## config.mk

```make
export PLATFORM = sky130hd
export DESIGN_NAME = sumador_rizado_secuenciador_flat
export DESIGN_NICKNAME = d
export VERILOG_FILES = /design/src/rtl/sumador_rizado_secuenciador_pkg.sv /design/src/rtl/sumador_rizado_secuenciador_if.sv /design/src/rtl/sumador_rizado_secuenciador.sv /design/src/flat_wrapper.sv
export SDC_FILE = /design/constraint.sdc
export NUM_CORES = 1
export LEC_CHECK = 0
export ABC_AREA = 1
export CAP_MARGIN = 15
export CELL_PAD_IN_SITES_DETAIL_PLACEMENT = 1
export CELL_PAD_IN_SITES_GLOBAL_PLACEMENT = 1
export CORE_MARGIN = 2
export CORE_UTILIZATION = 35
export CTS_CLUSTER_DIAMETER = 50
export CTS_CLUSTER_SIZE = 10
export DETAILED_ROUTE_END_ITERATION = 10
export DONT_BUFFER_PORTS = 1
export GPL_TIMING_DRIVEN = 0
export PLACE_DENSITY = 0.66
export SLEW_MARGIN = 20
export SYNTH_ARGS = -nofsm -noshare
export SYNTH_HDL_FRONTEND = slang
export SYNTH_SLANG_ARGS = --single-unit
```

## constraint.sdc

```tcl
create_clock -name clk -period 2.38 [get_ports clk]
set_input_delay 0.357 -clock clk [delete_from_list [all_inputs] [get_ports clk]]
set_output_delay 0.357 -clock clk [all_outputs]
set_load 0.005 [all_outputs]
```

## src/rtl/sumador_rizado_secuenciador_pkg.sv

```systemverilog
// Shared definitions for the ripple-adder sequencing stage: FSM state
// encodings, the byte width and the bit-reverse helper used to straighten
// the adder's sum bus.
package sumador_rizado_secuenciador_pkg;

    localparam int unsigned SUM_W = 8;

    localparam logic [1:0] ST_IDLE  = 2'd0;
    localparam logic [1:0] ST_ISSUE = 2'd1;
    localparam logic [1:0] ST_HOLD  = 2'd2;

    // Mirror a byte: bit i moves to bit SUM_W-1-i.
    function automatic logic [SUM_W-1:0] bitrev8(input logic [SUM_W-1:0] v);
        logic [SUM_W-1:0] r;
        r = '0;
        for (int i = 0; i < SUM_W; i++) begin
            r[i] = v[SUM_W-1-i];
        end
        return r;
    endfunction

endpackage

```

## src/rtl/sumador_rizado_secuenciador_if.sv

```systemverilog
// Bundle of the operand handshake, the adder connection and the result
// handshake. The "slave" side is the sequencer; the "master" side is the
// parent that owns the operand source, the ripple adder and the consumer.
interface sumador_rizado_secuenciador_if;
    import sumador_rizado_secuenciador_pkg::*;

    logic             in_valid;
    logic             in_ready;
    logic [SUM_W-1:0] in_a;
    logic [SUM_W-1:0] in_b;
    logic             in_cin;
    logic             in_first;
    logic             in_last;

    logic [SUM_W-1:0] add_a;
    logic [SUM_W-1:0] add_b;
    logic             add_ci;
    logic [SUM_W-1:0] add_s;
    logic             add_co;

    logic             out_valid;
    logic             out_ready;
    logic [SUM_W-1:0] out_sum;
    logic             out_co;
    logic             out_last;
    logic             out_ovf;

    modport master (
        output in_valid, in_a, in_b, in_cin, in_first, in_last, out_ready, add_s, add_co,
        input  in_ready, add_a, add_b, add_ci, out_valid, out_sum, out_co, out_last, out_ovf
    );

    modport slave (
        input  in_valid, in_a, in_b, in_cin, in_first, in_last, out_ready, add_s, add_co,
        output in_ready, add_a, add_b, add_ci, out_valid, out_sum, out_co, out_last, out_ovf
    );

endinterface

```

## src/rtl/sumador_rizado_secuenciador.sv

```systemverilog
// Sequencer around an external 8-bit ripple adder. Operand bytes are
// registered on accept and drive the adder; one settle cycle later the sum
// and carry are captured into the result register. Byte beats chain into
// wider additions by carrying each beat's carry-out into the next beat.
// Optional build macro: SUM_RIZADO_OVF_EN enables signed-overflow capture on
// out_ovf; without it out_ovf is tied low.
module sumador_rizado_secuenciador
    import sumador_rizado_secuenciador_pkg::*;
#(
    parameter int PwrC       = 0,
    parameter bit SUM_BITREV = 1'b1
) (
    input  logic                               clk,
    input  logic                               reset_L,
    sumador_rizado_secuenciador_if.slave       sec_io
);

    logic [1:0]       state_q, state_d;
    logic [SUM_W-1:0] add_a_q, add_b_q;
    logic             add_ci_q;
    logic             last_q;
    logic             carry_q;
    logic [SUM_W-1:0] out_sum_q;
    logic             out_co_q;
    logic             out_last_q;

    logic             in_ready;
    logic             accept;
    logic             capture;
    logic [SUM_W-1:0] sum_corr;

    // Power-class tag only travels with the netlist; it drives nothing.
    logic unused_pwrc;
    assign unused_pwrc = ^PwrC;

    assign in_ready = (state_q == ST_IDLE) | ((state_q == ST_HOLD) & sec_io.out_ready);
    assign accept   = sec_io.in_valid & in_ready;
    assign capture  = (state_q == ST_ISSUE);
    assign sum_corr = SUM_BITREV ? bitrev8(sec_io.add_s) : sec_io.add_s;

    // Next-state: IDLE -> ISSUE on accept, ISSUE always settles into HOLD,
    // HOLD drains on out_ready and may take the next beat in the same cycle.
    always_comb begin
        state_d = state_q;
        unique case (state_q)
            ST_IDLE: begin
                if (accept) state_d = ST_ISSUE;
            end
            ST_ISSUE: begin
                state_d = ST_HOLD;
            end
            ST_HOLD: begin
                if (sec_io.out_ready) state_d = accept ? ST_ISSUE : ST_IDLE;
            end
            default: begin
                state_d = ST_IDLE;
            end
        endcase
    end

    // FSM state register.
    always_ff @(posedge clk or negedge reset_L) begin
        if (!reset_L) begin
            state_q <= ST_IDLE;
        end else begin
            state_q <= state_d;
        end
    end

    // Operand registers load only on accept so the adder inputs stay quiet.
    always_ff @(posedge clk or negedge reset_L) begin
        if (!reset_L) begin
            add_a_q  <= '0;
            add_b_q  <= '0;
            add_ci_q <= 1'b0;
            last_q   <= 1'b0;
        end else if (accept) begin
            add_a_q  <= sec_io.in_a;
            add_b_q  <= sec_io.in_b;
            add_ci_q <= sec_io.in_first ? sec_io.in_cin : carry_q;
            last_q   <= sec_io.in_last;
        end
    end

    // Result capture after the settle cycle; the final beat's carry is not chained.
    always_ff @(posedge clk or negedge reset_L) begin
        if (!reset_L) begin
            out_sum_q  <= '0;
            out_co_q   <= 1'b0;
            out_last_q <= 1'b0;
            carry_q    <= 1'b0;
        end else if (capture) begin
            out_sum_q  <= sum_corr;
            out_co_q   <= sec_io.add_co;
            out_last_q <= last_q;
            carry_q    <= last_q ? 1'b0 : sec_io.add_co;
        end
    end

`ifdef SUM_RIZADO_OVF_EN
    logic out_ovf_q;
    logic ovf_d;

    // Signed overflow: operands agree in sign and the corrected sum does not.
    assign ovf_d = (add_a_q[SUM_W-1] ~^ add_b_q[SUM_W-1]) & (add_a_q[SUM_W-1] ^ sum_corr[SUM_W-1]);

    // Overflow flag captured alongside the sum.
    always_ff @(posedge clk or negedge reset_L) begin
        if (!reset_L) begin
            out_ovf_q <= 1'b0;
        end else if (capture) begin
            out_ovf_q <= ovf_d;
        end
    end

    assign sec_io.out_ovf = out_ovf_q;
`else
    assign sec_io.out_ovf = 1'b0;
`endif

    assign sec_io.in_ready  = in_ready;
    assign sec_io.add_a     = add_a_q;
    assign sec_io.add_b     = add_b_q;
    assign sec_io.add_ci    = add_ci_q;
    assign sec_io.out_valid = (state_q == ST_HOLD);
    assign sec_io.out_sum   = out_sum_q;
    assign sec_io.out_co    = out_co_q;
    assign sec_io.out_last  = out_last_q;

endmodule

```

## src/flat_wrapper.sv

```systemverilog
// flat-port wrapper written by rule: the top's interface ports become plain ports
module sumador_rizado_secuenciador_flat import sumador_rizado_secuenciador_pkg::*;
#(
    parameter int PwrC       = 0,
    parameter bit SUM_BITREV = 1'b1
)
  (clk, reset_L, sec_io_in_valid, sec_io_in_a, sec_io_in_b, sec_io_in_cin, sec_io_in_first, sec_io_in_last, sec_io_out_ready, sec_io_add_s, sec_io_add_co, sec_io_in_ready, sec_io_add_a, sec_io_add_b, sec_io_add_ci, sec_io_out_valid, sec_io_out_sum, sec_io_out_co, sec_io_out_last, sec_io_out_ovf);
  sumador_rizado_secuenciador_if sec_io_i ();
  input  logic clk;
  input  logic reset_L;
  input wire logic [$bits(sec_io_i.in_valid)-1:0] sec_io_in_valid;
  input wire logic [$bits(sec_io_i.in_a)-1:0] sec_io_in_a;
  input wire logic [$bits(sec_io_i.in_b)-1:0] sec_io_in_b;
  input wire logic [$bits(sec_io_i.in_cin)-1:0] sec_io_in_cin;
  input wire logic [$bits(sec_io_i.in_first)-1:0] sec_io_in_first;
  input wire logic [$bits(sec_io_i.in_last)-1:0] sec_io_in_last;
  input wire logic [$bits(sec_io_i.out_ready)-1:0] sec_io_out_ready;
  input wire logic [$bits(sec_io_i.add_s)-1:0] sec_io_add_s;
  input wire logic [$bits(sec_io_i.add_co)-1:0] sec_io_add_co;
  output wire logic [$bits(sec_io_i.in_ready)-1:0] sec_io_in_ready;
  output wire logic [$bits(sec_io_i.add_a)-1:0] sec_io_add_a;
  output wire logic [$bits(sec_io_i.add_b)-1:0] sec_io_add_b;
  output wire logic [$bits(sec_io_i.add_ci)-1:0] sec_io_add_ci;
  output wire logic [$bits(sec_io_i.out_valid)-1:0] sec_io_out_valid;
  output wire logic [$bits(sec_io_i.out_sum)-1:0] sec_io_out_sum;
  output wire logic [$bits(sec_io_i.out_co)-1:0] sec_io_out_co;
  output wire logic [$bits(sec_io_i.out_last)-1:0] sec_io_out_last;
  output wire logic [$bits(sec_io_i.out_ovf)-1:0] sec_io_out_ovf;
  assign sec_io_i.in_valid = sec_io_in_valid;
  assign sec_io_i.in_a = sec_io_in_a;
  assign sec_io_i.in_b = sec_io_in_b;
  assign sec_io_i.in_cin = sec_io_in_cin;
  assign sec_io_i.in_first = sec_io_in_first;
  assign sec_io_i.in_last = sec_io_in_last;
  assign sec_io_i.out_ready = sec_io_out_ready;
  assign sec_io_i.add_s = sec_io_add_s;
  assign sec_io_i.add_co = sec_io_add_co;
  assign sec_io_in_ready = sec_io_i.in_ready;
  assign sec_io_add_a = sec_io_i.add_a;
  assign sec_io_add_b = sec_io_i.add_b;
  assign sec_io_add_ci = sec_io_i.add_ci;
  assign sec_io_out_valid = sec_io_i.out_valid;
  assign sec_io_out_sum = sec_io_i.out_sum;
  assign sec_io_out_co = sec_io_i.out_co;
  assign sec_io_out_last = sec_io_i.out_last;
  assign sec_io_out_ovf = sec_io_i.out_ovf;
  sumador_rizado_secuenciador #(.PwrC(PwrC), .SUM_BITREV(SUM_BITREV)) u_core (.clk(clk), .reset_L(reset_L), .sec_io(sec_io_i));
endmodule
```

==> run_results.csv <==
group,metric,value,unit
run_status,status,"finished clean",
yosys,netlist_area,1400,µm²
pwr,peakVddDrop,0.362,mV
grt,use_met1,0.165,
clock_tree,root_buffer,"clkbuf_8",
pwr,swShare,0.324,
place,io_buffers,0,
yosys,yosys_register_bits,31,
grt,grt_pass1_vias,1068,
grt,grt_start_max_net_pins,32,
yosys,syn_inst,141,
setup_path,path_cells,"a21oi_1",
setup_path,critPathMaxFanout,5,
grt,grtUsageMet3,0.0667,
yosys,avgSynthCellArea,9.91,µm²
grt,grt_overflow,0,
clock_tree,clkLatencyLatePin,270,ps
timing,post-route-min-period,1420,ps
job,drv_cap,0,
floorplan,chipWidth,67.2,µm
layout,antenna_cells,0,
pwr,p_sw,492,µW
yosys,yosysUniqueCellTypes,19,
timing,slew_violations,0,
floorplan,row_count,22,
layout,instances_no_fill,198,
min_path,min_path_type,"in2reg",
pwr,clkPwrFrac,0.266,
grt,grt_antenna_before_repair,0,
detailed_routing,drc,0,
place,hpwlAfterDp,2190,µm
layout,filler_cell_count,437,
setup_path,cpLargestDelayFamily,"flip-flops",
setup_path,arrival,1060,ps
grt,grt.total_usage,0.152,
timing,hold_ws,203,ps
floorplan,coreArea,3740,µm²
floorplan,fp.dieH,67.2,µm
timing,fmax,0.703,GHz
timing,finalHoldViolCount,0,
yosys,yosysWarnings,0,
timing,worst_slack,958,ps
floorplan,die_area,4510,µm²
grt,grt_pass1_wl,5060,µm
place,preCtsSetupSlack,1170,ps
pwr,internal_power,1030,µW
clock_tree,clockBufferDepth,2,
detailed_routing,drt-initial-drc-count,32,
grt,grt_use_met2,0.257,
timing,fin_crit_sh,0.597,
detailed_routing,dr.pass1.iters,2,
detailed_routing,vias,981,
clock_tree,path_clk_slew,60,ps
setup_path,max_stage_delay,450,ps
setup_path,crit_buf_inv,0,
yosys,ys_seq_area_frac,0.555,
layout,area_delta_synth_final,12.7,%
timing,fin_skew,5.74,ps
timing,rsz0062_at_grt,"no",
clock_tree,post_cts_resized,0,
timing,finalSetupTns,0,ps
place,dpl.cell_count,189,
detailed_routing,finalWirelength,2970,µm
clock_tree,cts_sinks,31,
setup_path,endpoint_kind,"output pin",
setup_path,crit_type,"reg2out",
floorplan,io-pin-count,62,
detailed_routing,wl_per_cell,15.0,µm
place,gp_congestion,0.691,
layout,nets,182,
clock_tree,h-tree-depth,2,
pwr,comb_power_share,0.196,
detailed_routing,drtAntennaViolNets,0,
setup_path,slowest_stage,"dfrtp_1",
pwr,powerDensity,965,nW/µm²
setup_path,worstPathRequired,2020,ps
clock_tree,tritoncts,"done",
clock_tree,cts_buffers,5,
floorplan,start_util,0.373,
grt,busiest_layer,"met2",
pwr,pwr-share-seq,0.538,
timing,setup_viol,0,
detailed_routing,vias_per_cell,4.95,
pwr,leakagePower,0.000820,µW
yosys,syn_nets,173,
setup_path,cp-start-kind,"flip-flop",
layout,drive_gt1_frac,0.280,
[Yosys cell counts, drive strengths merged]
library cell  number  area share
inv                6       0.016
a21oi              2      0.0072
nor2               2      0.0072
conb               1      0.0027
clkbuf             2       0.015
nand4             17       0.076
o21ai              1      0.0063
dfrtp             31        0.56
buf                6       0.036
nand2             71        0.26
nand3              2       0.016
[final cells by class]
class / instances / area, µm² / share of cell area
Buffer: 8 / 71.3 / 0.0453
Tap cell: 48 / 60.1 / 0.0381
Inverter: 6 / 22.5 / 0.0143
Sequential cell: 31 / 776 / 0.492
Timing Repair Buffer: 2 / 30.0 / 0.0191
Clock inverter: 1 / 5.00 / 0.00318
Clock buffer: 6 / 82.6 / 0.0524
Multi-Input combinational cell: 96 / 528 / 0.335
[worst paths after layout]
check	depth (start not counted)	slack, ps	end	from
setup / recovery	1	960	sec_io_in_ready	u_core.state_q[1]$_DFFE_PN0P_
hold / removal	2	200	u_core.sec_io.out_sum[2]$_DFFE_PN0N_	sec_io_add_s[5]
setup reg to reg	5	1170	u_core.sec_io.add_a[3]$_DFFE_PN0P_	u_core.state_q[0]$_DFFE_PN0P_
hold reg to reg	2	500	u_core.carry_q$_DFFE_PN0N_	u_core.carry_q$_DFFE_PN0N_
max in group asynchronous	2	1690	u_core.sec_io.add_a[3]$_DFFE_PN0P_	reset_L
min in group asynchronous	2	520	u_core.sec_io.add_a[5]$_DFFE_PN0P_	reset_L
[logic make-up after synthesis]
logic type             Yosys count  synth area share
and+or+nand+nor                 92             0.362
DFF                             31             0.555
other                            1           0.00268
AOI/OAI and AO/OA                3            0.0134
buffers and inverters           14            0.0671
[registers in the layout, summed over array words and instances (netlist names)]
name and flops:
u_core.sec_io.add_ci 1, u_core.sec_io.out_co 1, u_core.state_q 2, u_core.sec_io.out_last 1, u_core.sec_io.out_sum 8, u_core.last_q 1
u_core.sec_io.add_b 8, u_core.carry_q 1, u_core.sec_io.add_a 8
[per-layer routing]
layer / vias up / share of wire / wire, µm
met3: 4 / 0.11 / 327
li1: 464 / - / -
met5: - / 0 / 0
met2: 44 / 0.48 / 1430
met1: 469 / 0.40 / 1170
met4: 0 / 0.010 / 31
[power groups by stage]
stage	Sequential, µW	Clock (µW)	Combinational, µW
after detailed placement	833	0	291
after floorplan	797	0	242
after global placement	826	0	274
final	817	405	298
after CTS	824	425	307
after global routing	842	449	352
[cells in the final DEF, fill, tap and decap left out, types with 2 or more instances in the layout]
cell and count:
nand2_1 51, dfrtp_1 31, inv_1 3, nand2_2 10, buf_2 3, nand4_1 17
inv_2 3, nand2_4 10, clkbuf_8 7, buf_12 2, buf_4 2, a21oi_1 2
[worst register-to-register path, cell delays in order (launching register included)]
cell	delay, ps
dfrtp_1	410
inv_2	190
nand3_4	180
buf_12	210
nand2_4	70
nand2_2	40
[repair_timing]
action,CTS,global route
hold endpoints to repair,31,0
hold buffers,2,0
buffers inserted,0,0
[per-stage QoR]
step	utilization	instance area [µm²]	power [µW]
floorplan	-	1400	1040
global placement	0.389	1460	1100
detailed placement	0.389	1460	1120
CTS	0.421	1580	1560
global route	0.421	1580	1640
finish	0.421	1580	1520
(Power assumes the default switching activity.)
